## config.mk

```make
export PLATFORM = sky130hd
export DESIGN_NAME = cprv_decode_stage
export DESIGN_NICKNAME = d
export VERILOG_FILES = /design/src/rtl/cprv_pkg.sv /design/src/rtl/cprv_imm_gen.sv /design/src/rtl/cprv_decode_stage.sv
export SDC_FILE = /design/constraint.sdc
export NUM_CORES = 1
export LEC_CHECK = 0
export BUFFER_PORTS_ARGS = -buffer_cell sky130_fd_sc_hd__clkbuf_2
export CORE_AREA = 2 2 234 236
export DETAILED_ROUTE_END_ITERATION = 10
export DIE_AREA = 0 0 236 238
export SYNTH_ARGS = -nofsm -noshare
export SYNTH_HDL_FRONTEND = slang
export SYNTH_SLANG_ARGS = --single-unit
```

## constraint.sdc

```tcl
create_clock -name clk -period 32.8 [get_ports clk]
set_input_delay 9.84 -clock clk [delete_from_list [all_inputs] [get_ports clk]]
set_output_delay 9.84 -clock clk [all_outputs]
set_load 0.1 [all_outputs]
```

## src/rtl/cprv_pkg.sv

```systemverilog
// Shared RISC-V decode definitions: base opcodes, immediate formats and the
// control bundle carried from ID into EX.
package cprv_pkg;

    localparam logic [6:0] LUI       = 7'b0110111;
    localparam logic [6:0] AUIPC     = 7'b0010111;
    localparam logic [6:0] JAL       = 7'b1101111;
    localparam logic [6:0] JALR      = 7'b1100111;
    localparam logic [6:0] BRANCH    = 7'b1100011;
    localparam logic [6:0] LOAD      = 7'b0000011;
    localparam logic [6:0] STORE     = 7'b0100011;
    localparam logic [6:0] OP_IMM    = 7'b0010011;
    localparam logic [6:0] OP        = 7'b0110011;
    localparam logic [6:0] OP_IMM_32 = 7'b0011011;
    localparam logic [6:0] OP_32     = 7'b0111011;

    typedef enum logic [2:0] {
        IMM_I    = 3'd0,
        IMM_S    = 3'd1,
        IMM_B    = 3'd2,
        IMM_U    = 3'd3,
        IMM_J    = 3'd4,
        IMM_NONE = 3'd5
    } imm_type_e;

    typedef struct packed {
        logic [4:0] rd_addr;
        logic       rd_en;
        logic [6:0] opcode;
        logic [2:0] funct3;
        logic [6:0] funct7;
        logic       mem_r_en;
        logic       mem_w_en;
        logic       illegal;
    } ex_ctrl_t;

endpackage

```

## src/rtl/cprv_imm_gen.sv

```systemverilog
// Combinational immediate generator: assembles the format-specific immediate
// from the instruction and sign-extends it to DATA_WIDTH.
module cprv_imm_gen
    import cprv_pkg::*;
#(
    parameter int DATA_WIDTH = 64
) (
    input  logic [31:7]           instr_i,
    input  imm_type_e             imm_type_i,
    output logic [DATA_WIDTH-1:0] imm_o
);

    logic [31:0] imm32_s;

    // Build the 32-bit sign-extended immediate for the selected format.
    always_comb begin
        imm32_s = 32'd0;
        case (imm_type_i)
            IMM_I:   imm32_s = {{20{instr_i[31]}}, instr_i[31:20]};
            IMM_S:   imm32_s = {{20{instr_i[31]}}, instr_i[31:25], instr_i[11:7]};
            IMM_B:   imm32_s = {{19{instr_i[31]}}, instr_i[31], instr_i[7],
                                instr_i[30:25], instr_i[11:8], 1'b0};
            IMM_U:   imm32_s = {instr_i[31:12], 12'd0};
            IMM_J:   imm32_s = {{11{instr_i[31]}}, instr_i[31], instr_i[19:12],
                                instr_i[20], instr_i[30:21], 1'b0};
            default: imm32_s = 32'd0;
        endcase
    end

    // Size cast of a signed value replicates bit 31 up to DATA_WIDTH.
    assign imm_o = DATA_WIDTH'($signed(imm32_s));

endmodule

```

## src/rtl/cprv_decode_stage.sv

```systemverilog
// ID stage: decodes one instruction, reads/forwards operands, applies the
// load-use interlock and registers the result into the EX pipeline slot.
module cprv_decode_stage
    import cprv_pkg::*;
#(
    parameter int DATA_WIDTH     = 64,
    parameter int INSTR_WIDTH    = 32,
    parameter int LOAD_USE_STALL = 1
) (
    input  logic                   clk,
    input  logic                   rst,
    input  logic                   flush_i,
    input  logic                   valid_id_i,
    output logic                   ready_id_o,
    input  logic [INSTR_WIDTH-1:0] instr_data_id_i,
    input  logic [DATA_WIDTH-1:0]  pc_id_i,
    output logic [4:0]             rs1_addr_rf_o,
    output logic [4:0]             rs2_addr_rf_o,
    input  logic [DATA_WIDTH-1:0]  rs1_data_rf_i,
    input  logic [DATA_WIDTH-1:0]  rs2_data_rf_i,
    input  logic                   wb_rd_en_i,
    input  logic [4:0]             wb_rd_addr_i,
    input  logic [DATA_WIDTH-1:0]  wb_rd_data_i,
    output logic                   valid_ex_o,
    input  logic                   ready_ex_i,
    output logic [DATA_WIDTH-1:0]  pc_ex_o,
    output logic [DATA_WIDTH-1:0]  rs1_data_ex_o,
    output logic [DATA_WIDTH-1:0]  rs2_data_ex_o,
    output logic [DATA_WIDTH-1:0]  imm_data_ex_o,
    output logic [4:0]             rd_addr_ex_o,
    output logic                   rd_en_ex_o,
    output logic [6:0]             opcode_ex_o,
    output logic [2:0]             funct3_ex_o,
    output logic [6:0]             funct7_ex_o,
    output logic                   mem_r_en_ex_o,
    output logic                   mem_w_en_ex_o,
    output logic                   illegal_ex_o
);

    localparam logic IS_RV64 = (DATA_WIDTH == 64);

    logic [31:0]           instr_s;
    logic [6:0]            opcode_s;
    logic [4:0]            rs1_addr_s;
    logic [4:0]            rs2_addr_s;
    logic [4:0]            rd_addr_s;
    imm_type_e             imm_type_s;
    logic                  known_s;
    logic                  word_op_s;
    logic                  writes_rd_s;
    logic                  rs1_used_s;
    logic                  rs2_used_s;
    logic                  illegal_s;
    ex_ctrl_t              ctrl_dec_s;
    logic [DATA_WIDTH-1:0] imm_s;
    logic [DATA_WIDTH-1:0] rs1_op_s;
    logic [DATA_WIDTH-1:0] rs2_op_s;
    logic                  cke_s;
    logic                  hazard_s;
    logic                  stall_s;

    logic                  valid_ex_d, valid_ex_q;
    logic [DATA_WIDTH-1:0] pc_ex_d, pc_ex_q;
    logic [DATA_WIDTH-1:0] rs1_ex_d, rs1_ex_q;
    logic [DATA_WIDTH-1:0] rs2_ex_d, rs2_ex_q;
    logic [DATA_WIDTH-1:0] imm_ex_d, imm_ex_q;
    ex_ctrl_t              ctrl_ex_d, ctrl_ex_q;

    function automatic logic [DATA_WIDTH-1:0] sel_operand(
        input logic [4:0]            addr,
        input logic [DATA_WIDTH-1:0] rf_data,
        input logic                  wb_en,
        input logic [4:0]            wb_addr,
        input logic [DATA_WIDTH-1:0] wb_data
    );
        if (addr == 5'd0) begin
            return '0;
        end else if (wb_en && (wb_addr == addr)) begin
            return wb_data;
        end else begin
            return rf_data;
        end
    endfunction

    assign instr_s    = instr_data_id_i[31:0];
    assign opcode_s   = instr_s[6:0];
    assign rd_addr_s  = instr_s[11:7];
    assign rs1_addr_s = instr_s[19:15];
    assign rs2_addr_s = instr_s[24:20];

    assign rs1_addr_rf_o = rs1_addr_s;
    assign rs2_addr_rf_o = rs2_addr_s;

    // Opcode classification: format, destination write and source usage.
    always_comb begin
        known_s     = 1'b1;
        word_op_s   = 1'b0;
        writes_rd_s = 1'b0;
        rs1_used_s  = 1'b0;
        rs2_used_s  = 1'b0;
        imm_type_s  = IMM_NONE;
        case (opcode_s)
            LUI, AUIPC: begin writes_rd_s = 1'b1; imm_type_s = IMM_U; end
            JAL:        begin writes_rd_s = 1'b1; imm_type_s = IMM_J; end
            JALR:       begin writes_rd_s = 1'b1; rs1_used_s = 1'b1; imm_type_s = IMM_I; end
            BRANCH:     begin rs1_used_s = 1'b1; rs2_used_s = 1'b1; imm_type_s = IMM_B; end
            LOAD:       begin writes_rd_s = 1'b1; rs1_used_s = 1'b1; imm_type_s = IMM_I; end
            STORE:      begin rs1_used_s = 1'b1; rs2_used_s = 1'b1; imm_type_s = IMM_S; end
            OP_IMM:     begin writes_rd_s = 1'b1; rs1_used_s = 1'b1; imm_type_s = IMM_I; end
            OP:         begin writes_rd_s = 1'b1; rs1_used_s = 1'b1; rs2_used_s = 1'b1; end
            OP_IMM_32: begin
                writes_rd_s = 1'b1; rs1_used_s = 1'b1; word_op_s = 1'b1; imm_type_s = IMM_I;
            end
            OP_32: begin
                writes_rd_s = 1'b1; rs1_used_s = 1'b1; rs2_used_s = 1'b1; word_op_s = 1'b1;
            end
            default:    known_s = 1'b0;
        endcase
    end

    // Word-sized ops only exist on RV64; illegal instructions have no side effects.
    assign illegal_s = ~known_s | (word_op_s & ~IS_RV64);

    // Control bundle handed to EX.
    always_comb begin
        ctrl_dec_s          = '0;
        ctrl_dec_s.rd_addr  = rd_addr_s;
        ctrl_dec_s.rd_en    = writes_rd_s & ~illegal_s & (rd_addr_s != 5'd0);
        ctrl_dec_s.opcode   = opcode_s;
        ctrl_dec_s.funct3   = instr_s[14:12];
        ctrl_dec_s.funct7   = instr_s[31:25];
        ctrl_dec_s.mem_r_en = (opcode_s == LOAD) & ~illegal_s;
        ctrl_dec_s.mem_w_en = (opcode_s == STORE) & ~illegal_s;
        ctrl_dec_s.illegal  = illegal_s;
    end

    cprv_imm_gen #(
        .DATA_WIDTH (DATA_WIDTH)
    ) u_imm_gen (
        .instr_i    (instr_s[31:7]),
        .imm_type_i (imm_type_s),
        .imm_o      (imm_s)
    );

    assign rs1_op_s = sel_operand(rs1_addr_s, rs1_data_rf_i, wb_rd_en_i, wb_rd_addr_i, wb_rd_data_i);
    assign rs2_op_s = sel_operand(rs2_addr_s, rs2_data_rf_i, wb_rd_en_i, wb_rd_addr_i, wb_rd_data_i);

    // Load-use hazard: the load in EX produces a register the ID instruction reads.
    always_comb begin
        if (valid_ex_q && ctrl_ex_q.mem_r_en && ctrl_ex_q.rd_en) begin
            hazard_s = (rs1_used_s && (rs1_addr_s == ctrl_ex_q.rd_addr)) ||
                       (rs2_used_s && (rs2_addr_s == ctrl_ex_q.rd_addr));
        end else begin
            hazard_s = 1'b0;
        end
    end

    assign cke_s      = ~valid_ex_q | ready_ex_i;
    assign stall_s    = (LOAD_USE_STALL != 0) & valid_id_i & hazard_s;
    assign ready_id_o = ~rst & (flush_i | (cke_s & ~stall_s));

    // EX slot next state: flush beats advance, advance beats hold.
    always_comb begin
        valid_ex_d = valid_ex_q;
        pc_ex_d    = pc_ex_q;
        rs1_ex_d   = rs1_ex_q;
        rs2_ex_d   = rs2_ex_q;
        imm_ex_d   = imm_ex_q;
        ctrl_ex_d  = ctrl_ex_q;
        if (flush_i) begin
            valid_ex_d = 1'b0;
        end else if (cke_s) begin
            valid_ex_d = valid_id_i & ~stall_s;
            pc_ex_d    = pc_id_i;
            rs1_ex_d   = rs1_op_s;
            rs2_ex_d   = rs2_op_s;
            imm_ex_d   = imm_s;
            ctrl_ex_d  = ctrl_dec_s;
        end else begin
            valid_ex_d = valid_ex_q;
        end
    end

    // EX pipeline registers.
    always_ff @(posedge clk or posedge rst) begin
        if (rst) begin
            valid_ex_q <= 1'b0;
            pc_ex_q    <= '0;
            rs1_ex_q   <= '0;
            rs2_ex_q   <= '0;
            imm_ex_q   <= '0;
            ctrl_ex_q  <= '0;
        end else begin
            valid_ex_q <= valid_ex_d;
            pc_ex_q    <= pc_ex_d;
            rs1_ex_q   <= rs1_ex_d;
            rs2_ex_q   <= rs2_ex_d;
            imm_ex_q   <= imm_ex_d;
            ctrl_ex_q  <= ctrl_ex_d;
        end
    end

    assign valid_ex_o    = valid_ex_q;
    assign pc_ex_o       = pc_ex_q;
    assign rs1_data_ex_o = rs1_ex_q;
    assign rs2_data_ex_o = rs2_ex_q;
    assign imm_data_ex_o = imm_ex_q;
    assign rd_addr_ex_o  = ctrl_ex_q.rd_addr;
    assign rd_en_ex_o    = ctrl_ex_q.rd_en;
    assign opcode_ex_o   = ctrl_ex_q.opcode;
    assign funct3_ex_o   = ctrl_ex_q.funct3;
    assign funct7_ex_o   = ctrl_ex_q.funct7;
    assign mem_r_en_ex_o = ctrl_ex_q.mem_r_en;
    assign mem_w_en_ex_o = ctrl_ex_q.mem_w_en;
    assign illegal_ex_o  = ctrl_ex_q.illegal;

endmodule

```

Word-level counts from Yosys, hierarchy flattened --
Cells that the tools add are included.
Operators by class: reductions and logical operators 19, eq/ne operators 19, multiplexer cells 13, bitwise operators 15
Operators with widths (count):
- two-way mux 64 bit | 4
- one-hot mux 32 bit (5 select lines) | 1
- equality test 7 x 6 -> 1 bit, second input constant | 4
- equality test 7 x 5 -> 1 bit, second input constant | 3
- equality test 7 bit, second input constant | 3
- equality test 5 bit | 4
- one-hot mux 3 bit (5 select lines) | 1
- OR reduction 11 bit | 1
- zero test 5 bit | 2
- OR reduction 9 bit | 1
- bitwise AND 1 bit | 8
- OR reduction 4 bit | 2
- OR reduction 8 bit | 1
- equality test 7 x 2 -> 1 bit, second input constant | 1
- two-way mux 1 bit | 7
- equality test 3 x 2 -> 1 bit, second input constant | 2
- logical AND 1 bit | 6
- inverter 1 bit | 5
- nonzero test 5 bit | 1
- equality test 3 x 1 -> 1 bit, second input constant | 1
- equality test 3 bit, second input constant | 1
- zero test 3 bit | 1
- bitwise OR 1 bit | 2
- AND reduction 2 bit | 1
- other kinds (3) | 3
Word-level totals: input port bits 299, register bits 251, logic and storage cells 79

Longest topological paths before layout --
Gate-level depths: netlist of run 1.
depth in word-level cells 11, mapped depth 7

Cells and area by module --
Synthesis of run 1 repeated with hierarchy kept, for this count alone.
Unflattened totals: cells, all modules 1415, area total of the unflattened synthesis 12947.4 sq um
Modules (own cells, without submodules):
- cprv_decode_stage | area each 12166.7 sq um, sequential area each 7081.8 sq um, cells each 1289, times used 1
- cprv_imm_gen | area each 780.7 sq um, sequential area each 0.0 sq um, cells each 126, times used 1

Worst setup path after synthesis of run 1 --
OpenSTA, ideal clock, no wires.
kind in2out, from in rst, to out ready_id_o, slack 5.580 ns, data arrival time 17.380 ns, required time 22.960 ns, stages 3, buffers on the path 0, path through inv_1 -> o21ai_0 -> a41oi_1
On the way: word-level cells in the longest chain between the ends 2
Ends and longest elaborated chain:
- from (decl) | RTL line cprv_decode_stage.sv:11 | input logic rst,
- inverter 1 bit | RTL line cprv_decode_stage.sv:160 | assign ready_id_o = ~rst & (flush_i | (cke_s & ~stall_s));
- bitwise AND 1 bit | RTL line cprv_decode_stage.sv:160
- to (decl) | RTL line cprv_decode_stage.sv:14 | output logic ready_id_o,
Every way passes these cells.

Worst setup path in the final report of run 1 --
from in instr_data_id_i[20], to out ready_id_o
On the way: word-level cells in the longest chain between the ends 9
Ends and longest elaborated chain:
- from (decl) | RTL line cprv_decode_stage.sv:15 | input logic [INSTR_WIDTH-1:0] instr_data_id_i,
- equality test 5 bit | RTL line cprv_decode_stage.sv:152 | (rs2_used_s && (rs2_addr_s == ctrl_ex_q.rd_addr));
- logical AND 1 bit | RTL line cprv_decode_stage.sv:152
- logical OR 1 bit | RTL line cprv_decode_stage.sv:151 | hazard_s = (rs1_used_s && (rs1_addr_s == ctrl_ex_q.rd_addr)) ||
- two-way mux 1 bit | RTL line cprv_decode_stage.sv:150 | if (valid_ex_q && ctrl_ex_q.mem_r_en && ctrl_ex_q.rd_en) begin
- bitwise AND 1 bit | RTL line cprv_decode_stage.sv:159 | assign stall_s = (LOAD_USE_STALL != 0) & valid_id_i & hazard_s;
- inverter 1 bit | RTL line cprv_decode_stage.sv:160
- bitwise AND 1 bit | RTL line cprv_decode_stage.sv:160
- bitwise OR 1 bit | RTL line cprv_decode_stage.sv:160
- bitwise AND 1 bit | RTL line cprv_decode_stage.sv:160
Every way passes these cells.

==> metrics.yaml, run 1 <==
outcome:
  result_of_the_run: "complete, no violations"
timing:
  timing.max_slew.rel_slack_pct: 28.0
  max_slew.worst_pin.slew_ns: 1.07
  timing.final.setup_violations: 0
  final_worst_path_period_share_pct: 66.1
  finalClockSkew_ns: 0.00721
  min_period_ns: 21.67
  unrepaired_setup_endpoints_after_global_routing: "false"
  final_max_slew_violation_count: 0
  report.final.hold_viol_count: 0
  timing.setup.tns_ns: 0
  achievable-frequency_mhz: 46.2
synthesis:
  synthesis.area_mm2: 0.0116
  top_area_cell_type_share_of_the_netlist_area_pct: 54.3
  yosys_register_bits: 251
  synth_enable_flop_cells: 0
  synth_flop_cell: "sky130_fd_sc_hd__dfrtp_1"
  netlist_top_cells_count: "sky130_fd_sc_hd__nand2_1, sky130_fd_sc_hd__dfrtp_1, sky130_fd_sc_hd__o21ai_1"
  synth.lib_cells_used.distinct: 47
  ys.warnings.count: 0
  postSynthCellCount: 1193
  post-synth-top-count-cell: "sky130_fd_sc_hd__nand2_1"
  share_of_synthesized_area_occupied_by_flip_flops_and_latches_pct: 54.3
  async_reset_ff_share_pct: 100
  synth_fp_nets: 1492
  post_synth_main_area_contributors: "sky130_fd_sc_hd__dfrtp_1, sky130_fd_sc_hd__nand2_1, sky130_fd_sc_hd__mux2i_1, sky130_fd_sc_hd__o21ai_1, sky130_fd_sc_hd__buf_4"
  postSynthAreaPerCell_um2: 9.70
  yosysTopAreaCell: "sky130_fd_sc_hd__dfrtp_1"
worst_setup_path:
  setup.worst_path.start: "instr_data_id_i[20]"
  critPathArrivalTime_ns: 11.83
  cp.depth: 7
  start_kind: "primary input"
  rr_endpoint: "rs2_data_ex_o[30]$_DFFE_PP0P_"
  worst_path_largest_cell_delay_ns: 0.51
  critical_path.n_buffers_inverters: 2
  timing_worst_setup_path_type: "in2out"
  worstPathCellList: "clkbuf_2 > xor2_1 > nor4_1 > nand4_1 > o31ai_1 > a41oi_1 > clkbuf_2"
  crit-reg2reg-launch: "valid_ex_o$_DFFE_PP0P_"
  rr_worst_depth: 6
  worstPathRequired_ns: 22.96
  critPathSlowestCell: "sky130_fd_sc_hd__nor4_1"
  crit_path_end: "ready_id_o"
  critical-path-top-cell-by-count: "sky130_fd_sc_hd__clkbuf_2"
  reg2reg_slack_ns: 30.09
  worstSetupEndpointType: "output pin"
  crit_family: "simple AND/OR/NAND/NOR gates"
  crit_path_max_fanout: 7
global_route:
  grt_pass1_vias: 10737
  first_pass_grt_wire_length_mm: 62.7
  maximum_number_of_pins_on_one_net_before_global_route_repair: 97
  grt_usage_pct: 14.2
  antenna_found_initial: 3
  grt_remaining_overflow: 0
clock_network:
  cts.clk_slew.worst_paths_ns: 0.06
  clockRootBuffer: "sky130_fd_sc_hd__clkbuf_16"
  inserted_clock_buffers: 28
  clock_tree.buffer_depth: 3
  postCtsSetupRepairBufs: 0
  cts.repair.resized: 0
  cts_hold_buffers: 0
  ctsHtreeMaxLevel: 1
  tritoncts: "built"
  clock-sinks: 251
  clkLatencyLatePin_ns: 0.55
pwr:
  total_leakage_power_nw: 7.91
  power_density_mw_per_mm2: 67.6
  vdd_drop_max_mv: 0.0362
final_layout:
  num_antenna_cells: 0
  finalInstanceArea_mm2: 0.0156
  post_route_cells_drive_above_1_share_pct: 37.9
  layout.nets: 2013
  areaGrowthSynthToFinish_pct: 35.0
floorplan:
  io_pins: 593
  core_mm2: 0.0535
  fp.dieW_um: 236
  num_rows: 85
  die_y_um: 238
  die_area_mm2: 0.0562
  start_util_pct: 21.6
detailed_routing:
  totalWireLength_mm: 41.3
  viasPerCell: 4.30
  detailroute.via_count: 10438
  number_of_antenna_violating_nets_in_the_routed_design: 0
  drt-initial-drc-count: 410
  detail_route.first_pass.iterations: 5
  drc: 0
  detail_route.wl_per_cell_um: 17.0
run:
  timing.max_cap.violations: 0
place:
  postPlaceCellArea_mm2: 0.0147
  globalplace.congestion: 0.871
  dpl.hpwl_mm: 32.2
  io_buffer_count: 592
hold_path:
  min_path_type: "reg2reg"
==> layout make-up <==
type                       instances  area [um^2]
tap                              696          871
timing repair buffer             605         3060
multi-input combinational        819         4500
sequential                       251         6280
clock inverter                     6         55.1
clock buffer                      42          815
fill                            5677        37900
inverter                           9         41.3
==> how the worst min path moves through the flow <==
stage	start	end	cells past startpoint
after global routing	pc_ex_o[12]$_DFFE_PP0P_	pc_ex_o[12]$_DFFE_PP0P_	2
final	pc_ex_o[36]$_DFFE_PP0P_	pc_ex_o[36]$_DFFE_PP0P_	2
after detailed placement	funct3_ex_o[2]$_DFFE_PP0P_	funct3_ex_o[2]$_DFFE_PP0P_	2
after CTS	pc_ex_o[36]$_DFFE_PP0P_	pc_ex_o[36]$_DFFE_PP0P_	2
after global placement	pc_ex_o[46]$_DFFE_PP0P_	pc_ex_o[46]$_DFFE_PP0P_	2
after floorplan	funct3_ex_o[0]$_DFFE_PP0P_	funct3_ex_o[0]$_DFFE_PP0P_	2
==> cell usage in the layout (no fill, tap or decap), types with 3 or more instances in the layout <==
master                      synthesis  routed
sky130_fd_sc_hd__a21boi_0          11      11
sky130_fd_sc_hd__a21oi_1           15      15
sky130_fd_sc_hd__a22o_1             6       6
sky130_fd_sc_hd__a22oi_1            5       5
sky130_fd_sc_hd__a31oi_1            4       4
sky130_fd_sc_hd__buf_4             42      13
sky130_fd_sc_hd__clkbuf_1          34       9
sky130_fd_sc_hd__clkbuf_16          0      29
sky130_fd_sc_hd__clkbuf_2          13     592
sky130_fd_sc_hd__clkbuf_8           0       4
sky130_fd_sc_hd__clkinv_2           0       5
sky130_fd_sc_hd__dfrtp_1          251     251
sky130_fd_sc_hd__inv_1              9       8
sky130_fd_sc_hd__mux2i_1          129     129
sky130_fd_sc_hd__nand2_1          411     410
sky130_fd_sc_hd__nand3_1            4       4
sky130_fd_sc_hd__nor2_1            19      18
sky130_fd_sc_hd__nor3_1             5       5
sky130_fd_sc_hd__nor4_1             5       5
sky130_fd_sc_hd__o21ai_0           20      20
sky130_fd_sc_hd__o21ai_1          133     133
sky130_fd_sc_hd__or4_1              3       3
sky130_fd_sc_hd__xnor2_1            5       5
sky130_fd_sc_hd__xor2_1            15      15
==> layer usage <==
metal / wire length [um] / share of wire [%] / GRT usage (%)
met3: 3110 / 7.5 / 3.76
met5: 46 / 0.11 / 0
met2: 20700 / 50 / 25.1
met1: 16500 / 40 / 16.7
met4: 966 / 2.3 / 4.27
==> state kept, by name (all words and copies together) (netlist names) <==
name,flops
funct3_ex_o,3
funct7_ex_o,7
illegal_ex_o,1
imm_data_ex_o,32
mem_r_en_ex_o,1
mem_w_en_ex_o,1
opcode_ex_o,7
pc_ex_o,64
rd_addr_ex_o,5
rd_en_ex_o,1
rs1_data_ex_o,64
rs2_data_ex_o,64
valid_ex_o,1
==> metrics by stage <==
stage               hold slack (ns)  cells  power, mW  worst slack, ns  utilization (%)
global placement              0.459   2380      0.759            11.08             27.6
global route                  0.504   2428       1.10            11.08             29.2
CTS                           0.481   2428       1.07            11.13             29.2
detailed placement            0.461   2380      0.762            11.14             27.6
finish                        0.474   2428       1.06            11.13             29.2
floorplan                     0.962   1193      0.678             5.58                -
==> logic make-up after synthesis <==
family          after synthesis  share of synthesized area (%)
xor+xnor                     20                           1.51
simple gates                460                           15.6
mux                         130                           11.3
buf+inv                     123                           7.22
flops                       251                           54.3
compound gates              209                           10.1
==> report_power, final <==
group | internal [mW] | switching, mW
Combinational | 0.0570 | 0.334
Sequential | 0.343 | 0.0206
Clock | 0.177 | 0.125
Total | 0.577 | 0.479
==> worst reg2reg max path: stages, from the launching register on <==
cell and delay (ns):
sky130_fd_sc_hd__dfrtp_1 0.44, sky130_fd_sc_hd__nand2b_1 0.16, sky130_fd_sc_hd__nand2_4 0.34, sky130_fd_sc_hd__buf_4 0.60, sky130_fd_sc_hd__buf_4 0.76, sky130_fd_sc_hd__nand2_1 0.22, sky130_fd_sc_hd__o21ai_1 0.11
Power figures use the tool's default switching activity.
==> run 2: changes to the inputs <==
ABC_AREA = 1   (was default)
CORE_AREA = 2 2 230 232   (was 2 2 234 236)
DIE_AREA = 0 0 232 234   (was 0 0 236 238)
clock period = 20.3 ns   (was 32.8 ns; I/O delays follow)
==> run 2 against run 1 <==
Net effect:
- via count grew 14%
- synthesized cell count rose by 24%
- power rose by 73%
- count of clock-buffer cells in the layout down 5
- sequential power increased by 62%
- die area shrank 3.3%
- area after synthesis up 0.74%
- critical endpoint unchanged
- flip-flop and latch count stayed put
- final cell count increased by 11%
- first-iteration DRC count grew 59%
- highest routed layer is now met4
==> metrics.yaml, run 2 <==
outcome:
  result_of_the_run: "complete, no violations"
synthesis:
  post_synth_main_area_contributors: "sky130_fd_sc_hd__dfrtp_1, sky130_fd_sc_hd__nand2_1, sky130_fd_sc_hd__nor2_1, sky130_fd_sc_hd__o21ai_0, sky130_fd_sc_hd__o21ai_1"
  synth_flop_cell: "sky130_fd_sc_hd__dfrtp_1"
  synthesis.area_mm2: 0.0117  # +0.74%
  synth.lib_cells_used.distinct: 31  # -34%
  postSynthAreaPerCell_um2: 7.89  # -19%
  postSynthCellCount: 1477  # +24%
  synth_fp_nets: 1776  # +19%
  ys.warnings.count: 0  # unchanged
  async_reset_ff_share_pct: 100  # unchanged
  post-synth-top-count-cell: "sky130_fd_sc_hd__nand2_1"
  netlist_top_cells_count: "sky130_fd_sc_hd__nand2_1, sky130_fd_sc_hd__dfrtp_1, sky130_fd_sc_hd__nor2_1"
  share_of_synthesized_area_occupied_by_flip_flops_and_latches_pct: 53.9  # -0.40 points
  yosysTopAreaCell: "sky130_fd_sc_hd__dfrtp_1"
  top_area_cell_type_share_of_the_netlist_area_pct: 53.9  # -0.40 points
  yosys_register_bits: 251  # unchanged
  synth_enable_flop_cells: 0  # unchanged
worst_setup_path:
  reg2reg_slack_ns: 17.56  # -12.53 ns
  setup.worst_path.start: "instr_data_id_i[0]"
  rr_endpoint: "rs1_data_ex_o[25]$_DFFE_PP0P_"
  rr_worst_depth: 7  # +1
  worst_path_largest_cell_delay_ns: 0.47  # -0.04 ns
  worstSetupEndpointType: "output pin"
  critical_path.n_buffers_inverters: 3  # +1
  worstPathRequired_ns: 14.21  # -8.75 ns
  crit-reg2reg-launch: "valid_ex_o$_DFFE_PP0P_"
  critPathSlowestCell: "sky130_fd_sc_hd__clkbuf_2"
  critical-path-top-cell-by-count: "sky130_fd_sc_hd__nand2_1"
  timing_worst_setup_path_type: "in2out"
  critPathArrivalTime_ns: 7.79  # -4.04 ns
  start_kind: "primary input"
  crit_family: "simple AND/OR/NAND/NOR gates"
  worstPathCellList: "clkbuf_2 > nand2_1 > inv_2 > nand2_4 > nor2_1 > nor2_1 > nand3_1 > nand2_1 > nand2_1 > nand3_1 > nand2_1 > a21oi_1 > clkbuf_2"
  crit_path_max_fanout: 5  # -2
detailed_routing:
  totalWireLength_mm: 44.9  # +8.5%
  detail_route.first_pass.iterations: 5  # unchanged
  drt-initial-drc-count: 650  # +59%
  drc: 0  # unchanged
  detail_route.wl_per_cell_um: 16.6  # -2.3%
  number_of_antenna_violating_nets_in_the_routed_design: 0  # unchanged
  detailroute.via_count: 11945  # +14%
  viasPerCell: 4.43  # +3.0%
clock_network:
  tritoncts: "built"
  cts.repair.resized: 0  # unchanged
  clockRootBuffer: "sky130_fd_sc_hd__clkbuf_16"
  inserted_clock_buffers: 30  # +7.1%
  cts_hold_buffers: 0  # unchanged
  clock-sinks: 251  # unchanged
  clkLatencyLatePin_ns: 0.58  # +0.03 ns
  postCtsSetupRepairBufs: 0  # unchanged
  ctsHtreeMaxLevel: 1  # unchanged
  clock_tree.buffer_depth: 3  # unchanged
  cts.clk_slew.worst_paths_ns: 0.06  # about the same
hold_path:
  min_path_type: "reg2reg"
  hp-start: "pc_ex_o[9]$_DFFE_PP0P_"
  holdPathEnd: "pc_ex_o[9]$_DFFE_PP0P_"
  hold_path_depth: 2  # unchanged
floorplan:
  num_rows: 84  # -1.2%
  die_y_um: 234  # -1.7%
  core_mm2: 0.0520  # -2.7%
  die_area_mm2: 0.0543  # -3.3%
  io_pins: 593  # unchanged
  start_util_pct: 22.4  # +0.77 points
  fp.dieW_um: 232  # -1.7%
timing:
  report.final.hold_viol_count: 0  # unchanged
  final_max_slew_violation_count: 0  # unchanged
  timing.final.setup_violations: 0  # unchanged
  timing.setup.tns_ns: 0  # unchanged
  min_period_ns: 13.88
  whs_ns: 0.477  # +0.00306 ns
  unrepaired_setup_endpoints_after_global_routing: "false"
  max_slew.worst_pin.slew_ns: 1.20  # +0.127 ns
  finalClockSkew_ns: 0.0228  # +0.0156 ns
  timing.max_slew.rel_slack_pct: 20.1  # -8.0 points
  final_worst_path_period_share_pct: 68.4
  achievable-frequency_mhz: 72.0
final_layout:
  final_common_cell: "sky130_fd_sc_hd__clkbuf_2"
  final_cell_count_no_fill: 2698  # +11%
  post_route_cells_drive_above_1_share_pct: 33.9  # -3.9 points
  layout.nets: 2285  # +14%
  layout.cells.most_common_list: "sky130_fd_sc_hd__clkbuf_2, sky130_fd_sc_hd__nand2_1, sky130_fd_sc_hd__dfrtp_1"
  areaGrowthSynthToFinish_pct: 36.9
place:
  dpl.hpwl_mm: 32.3  # +0.40%
  globalplace.congestion: 0.902  # +3.5%
  io_buffer_count: 592  # unchanged
  numPlacedInstances: 2642  # +11%
pwr:
  power_density_mw_per_mm2: 114  # +69%
  vdd_drop_max_mv: 0.0620  # +71%
  total_leakage_power_nw: 8.82  # +12%
  design_power_total_mw: 1.82  # +73%
global_route:
  grt_pass1_vias: 11485  # +7.0%
  grt_remaining_overflow: 0  # unchanged
  first_pass_grt_wire_length_mm: 66.5  # +6.0%
  grt_usage_pct: 15.6  # +1.4 points
  maximum_number_of_pins_on_one_net_before_global_route_repair: 113  # +16%
  antenna_found_initial: 1  # -2
run:
  timing.max_cap.violations: 0  # unchanged
run 2: worst max-delay path by stage:
stage / slack [ns] / depth (start not counted) / to
3_5_place_dp: 6.42 / 13 / ready_id_o
4_1_cts: 6.41 / 13 / ready_id_o
6_report: 6.42 / 13 / ready_id_o
5_1_grt: 6.23 / 13 / ready_id_o
2_1_floorplan: 5.97 / 11 / ready_id_o
3_3_place_gp: 6.42 / 13 / ready_id_o
run 2: worst register-to-register path, stage by stage, from the launching register on:
cell	delay, ns
sky130_fd_sc_hd__dfrtp_1	0.39
sky130_fd_sc_hd__nand2_1	0.15
sky130_fd_sc_hd__nand2_4	0.28
sky130_fd_sc_hd__clkinv_2	0.34
sky130_fd_sc_hd__o41ai_1	0.15
sky130_fd_sc_hd__inv_2	0.78
sky130_fd_sc_hd__o21ai_0	0.39
sky130_fd_sc_hd__o21ai_1	0.20
run 2: area by class of cell:
cell class,count,area (um^2)
well taps,688,861
clock buffers,37,827
fillers,5587,36100
repair buffers,602,3040
multi-input cells,1063,4540
inverters,38,153
clock inverters,18,260
diodes,1,2.50
flip-flops and latches,251,6280
run 2: routing by layer:
layer / global-route usage, % / routed length (um)
met5: 0 / 0
met4: 5.71 / 1430
met3: 3.96 / 3660
met2: 26.8 / 21500
met1: 18.9 / 18300
run 2: through the flow:
| step | worst slack [ns] | util (%) | instance area, um^2 |
|---|---|---|---|
| 2_1_floorplan | 5.97 | - | 11700 |
| 3_5_place_dp | 6.42 | 28.6 | 14900 |
| 4_1_cts | 6.41 | 30.7 | 16000 |
| 6_report | 6.42 | 30.7 | 16000 |
| 5_1_grt | 6.23 | 30.7 | 16000 |
| 3_3_place_gp | 6.42 | 28.6 | 14900 |
run 2: logic make-up (layout without fill, tap and decap cells):
kind of cell	Yosys count	count (layout)	share of synthesized area, %
xor+xnor	3	3	0.225
other cells	0	1	0
flops	251	251	53.9
simple gates	794	794	26.6
compound gates	266	266	11.9
buf+inv	163	695	7.43
run 2: power by group:
part           internal [mW]  total [mW]  switching [mW]  leakage [nW]
combinational         0.0906       0.644           0.554          5.16
sequential             0.554       0.587          0.0337          3.13
clock                  0.365       0.593           0.229         0.535
==> run 3: changes to the inputs <==
clock period = 13 ns   (was 20.3 ns; I/O delays follow)
==> run 3 against run 2 <==
Net effect:
- flip-flop and latch count stayed put
- register-to-register slack got worse by 7.3 ns
- clock skew is 0.0085 ns lower
- critical path depth is the same
- clock power is 34% higher
- global-route usage is essentially flat
- utilization decreased by 0.35 points
- worst hold slack got worse by 0.00091 ns
- count of clock-buffer cells in the layout decreased by 2
- power increased by 49%
- cell area is 1.1% lower
- final cell count shrank 0.33%
- critical endpoint unchanged
==> metrics.yaml, run 3 (synthesis results as in run 2) <==
outcome:
  result_of_the_run: "complete, no violations"
detailed_routing:
  detail_route.first_pass.iterations: 6  # +1
  drc: 0  # unchanged
  viasPerCell: 4.40  # -0.71%
  number_of_antenna_violating_nets_in_the_routed_design: 0  # unchanged
  totalWireLength_mm: 44.4  # -1.1%
  detail_route.wl_per_cell_um: 16.5  # -0.73%
  detailroute.via_count: 11821  # -1.0%
  drt-initial-drc-count: 613  # -5.7%
clock_network:
  tritoncts: "built"
  ctsHtreeMaxLevel: 1  # unchanged
  cts.repair.resized: 0  # unchanged
  clock-sinks: 251  # unchanged
  clockRootBuffer: "sky130_fd_sc_hd__clkbuf_16"
  inserted_clock_buffers: 29  # -3.3%
  clkLatencyLatePin_ns: 0.57  # about the same
  postCtsSetupRepairBufs: 0  # unchanged
  clock_tree.buffer_depth: 3  # unchanged
  cts_hold_buffers: 0  # unchanged
  cts.clk_slew.worst_paths_ns: 0.06  # about the same
final_layout:
  num_antenna_cells: 0  # -1
  layout.cells.most_common_list: "sky130_fd_sc_hd__clkbuf_2, sky130_fd_sc_hd__nand2_1, sky130_fd_sc_hd__dfrtp_1"
  post_route_cells_drive_above_1_share_pct: 33.7  # -0.26 points
  areaGrowthSynthToFinish_pct: 35.4
  finalInstanceArea_mm2: 0.0158  # -1.1%
  final_cell_count_no_fill: 2689  # -0.33%
  final_common_cell: "sky130_fd_sc_hd__clkbuf_2"
  filler_cell_count: 5683  # +1.7%
  final_core_utilization_pct: 30.3  # -0.35 points
  layout.nets: 2284  # -0.044%
floorplan:
  num_rows: 84  # unchanged
  start_util_pct: 22.4  # unchanged
  die_y_um: 234  # unchanged
  core_mm2: 0.0520  # unchanged
  die_area_mm2: 0.0543  # unchanged
  fp.dieW_um: 232  # unchanged
  io_pins: 593  # unchanged
pwr:
  power.internal_mw: 1.47  # +46%
  power_density_mw_per_mm2: 172  # +51%
  p_clk_share_pct: 29.2  # -3.3 points
  combinationalPowerShare_pct: 37.0  # +1.7 points
  power.switching_mw: 1.24  # +53%
  vdd_drop_max_mv: 0.0850  # +37%
  netSwitchingFraction_pct: 45.8  # +1.1 points
  total_leakage_power_nw: 8.75  # -0.89%
  fraction_of_power_consumed_by_sequential_logic_pct: 33.8  # +1.6 points
global_route:
  grt_usage_pct: 15.6  # about the same
  first_pass_grt_wire_length_mm: 66.6  # +0.18%
  grt_pass1_vias: 11649  # +1.4%
  antenna_found_initial: 0  # -1
  grt_remaining_overflow: 0  # unchanged
  maximum_number_of_pins_on_one_net_before_global_route_repair: 114  # +0.88%
worst_setup_path:
  crit_path_max_fanout: 5  # unchanged
  critPathArrivalTime_ns: 5.57  # -2.22 ns
  timing_worst_setup_path_type: "in2out"
  worstPathRequired_ns: 9.10  # -5.11 ns
  worstSetupEndpointType: "output pin"
  start_kind: "primary input"
  rr_worst_depth: 7  # unchanged
timing:
  report.final.hold_viol_count: 0  # unchanged
  final_worst_path_period_share_pct: 72.8
  min_period_ns: 9.47
  achievable-frequency_mhz: 106
  timing.final.setup_violations: 0  # unchanged
  unrepaired_setup_endpoints_after_global_routing: "false"
  max_slew.worst_pin.slew_ns: 1.16  # -0.0397 ns
  timing.setup.tns_ns: 0  # unchanged
  setup_ws_final_ns: 3.53  # -2.89 ns
  finalClockSkew_ns: 0.0143  # -0.00849 ns
  timing.max_slew.rel_slack_pct: 22.7  # +2.6 points
  final_max_slew_violation_count: 0  # unchanged
place:
  globalplace.congestion: 0.895  # -0.77%
  place_ws_ns: 3.53  # -2.89 ns
  postPlaceCellArea_mm2: 0.0149  # unchanged
  io_buffer_count: 592  # unchanged
  dpl.hpwl_mm: 32.4  # +0.29%
  numPlacedInstances: 2642  # unchanged
hold_path:
  min_path_type: "reg2reg"
  hold_path_depth: 2  # unchanged
run:
  timing.max_cap.violations: 0  # unchanged
[run 3: changes by cell type in the layout (fill, tap and decap cells not counted)]
cell	previous run	this run
sky130_fd_sc_hd__clkinv_8	1	0
sky130_fd_sc_hd__inv_6	0	1
sky130_fd_sc_hd__bufinv_16	6	2
sky130_fd_sc_hd__clkinvlp_4	2	0
sky130_fd_sc_hd__diode_2	1	0
sky130_fd_sc_hd__clkinv_2	10	9
sky130_fd_sc_hd__clkbuf_16	30	29
sky130_fd_sc_hd__clkbuf_8	5	4
sky130_fd_sc_hd__clkinv_4	1	2
[run 3: through the flow]
stage | hold slack (ns) | power [mW]
after global placement | 0.460 | 1.94
after floorplan | 0.980 | 1.73
final | 0.476 | 2.72
after detailed placement | 0.464 | 1.94
after global routing | 0.492 | 2.83
after CTS | 0.481 | 2.75
[run 3: final cells by class]
cell class	instances	area (um^2)	area share, %
Sequential cell	251	6280	39.8
Multi-Input combinational cell	1063	4540	28.8
Timing Repair Buffer	602	3040	19.3
Tap cell	688	861	5.46
Clock buffer	35	788	5.00
Inverter	38	153	0.967
Clock inverter	12	121	0.769
[run 3: worst paths after layout]
check	slack [ns]	endpoint	start
max	3.53	ready_id_o	instr_data_id_i[0]
min	0.48	pc_ex_o[26]$_DFFE_PP0P_	pc_ex_o[26]$_DFFE_PP0P_
max reg2reg	10.30	rs1_data_ex_o[27]$_DFFE_PP0P_	valid_ex_o$_DFFE_PP0P_
min reg2reg	0.48	pc_ex_o[26]$_DFFE_PP0P_	pc_ex_o[26]$_DFFE_PP0P_
max in group asynchronous	7.88	imm_data_ex_o[6]$_DFFE_PP0P_	rst
min in group asynchronous	3.53	valid_ex_o$_DFFE_PP0P_	rst
[run 3: power groups by stage]
stage               clock network (mW)  logic (mW)  registers, mW
global placement                     0        1.01          0.927
finish                           0.793        1.01          0.918
global route                     0.855        1.05          0.928
detailed placement                   0        1.01          0.930
CTS                              0.820        1.01          0.918
floorplan                            0       0.191           1.54
[run 3: metal layers]
metal | routed length (um) | track usage (%)
met5 | 0 | 0
met4 | 1160 | 5.03
met3 | 3870 | 4.33
met2 | 21600 | 26.8
met1 | 17800 | 18.9
[run 3: critical path, stage by stage]
cell and delay, ns:
sky130_fd_sc_hd__clkbuf_2 0.12, sky130_fd_sc_hd__nand2_1 0.10, sky130_fd_sc_hd__inv_2 0.07, sky130_fd_sc_hd__nand2_4 0.09
sky130_fd_sc_hd__nor2_1 0.07, sky130_fd_sc_hd__nor2_1 0.14, sky130_fd_sc_hd__nand3_1 0.14, sky130_fd_sc_hd__nand2_1 0.08
sky130_fd_sc_hd__nand2_1 0.11, sky130_fd_sc_hd__nand3_1 0.10, sky130_fd_sc_hd__nand2_1 0.05, sky130_fd_sc_hd__a21oi_1 0.13
sky130_fd_sc_hd__clkbuf_2 0.47
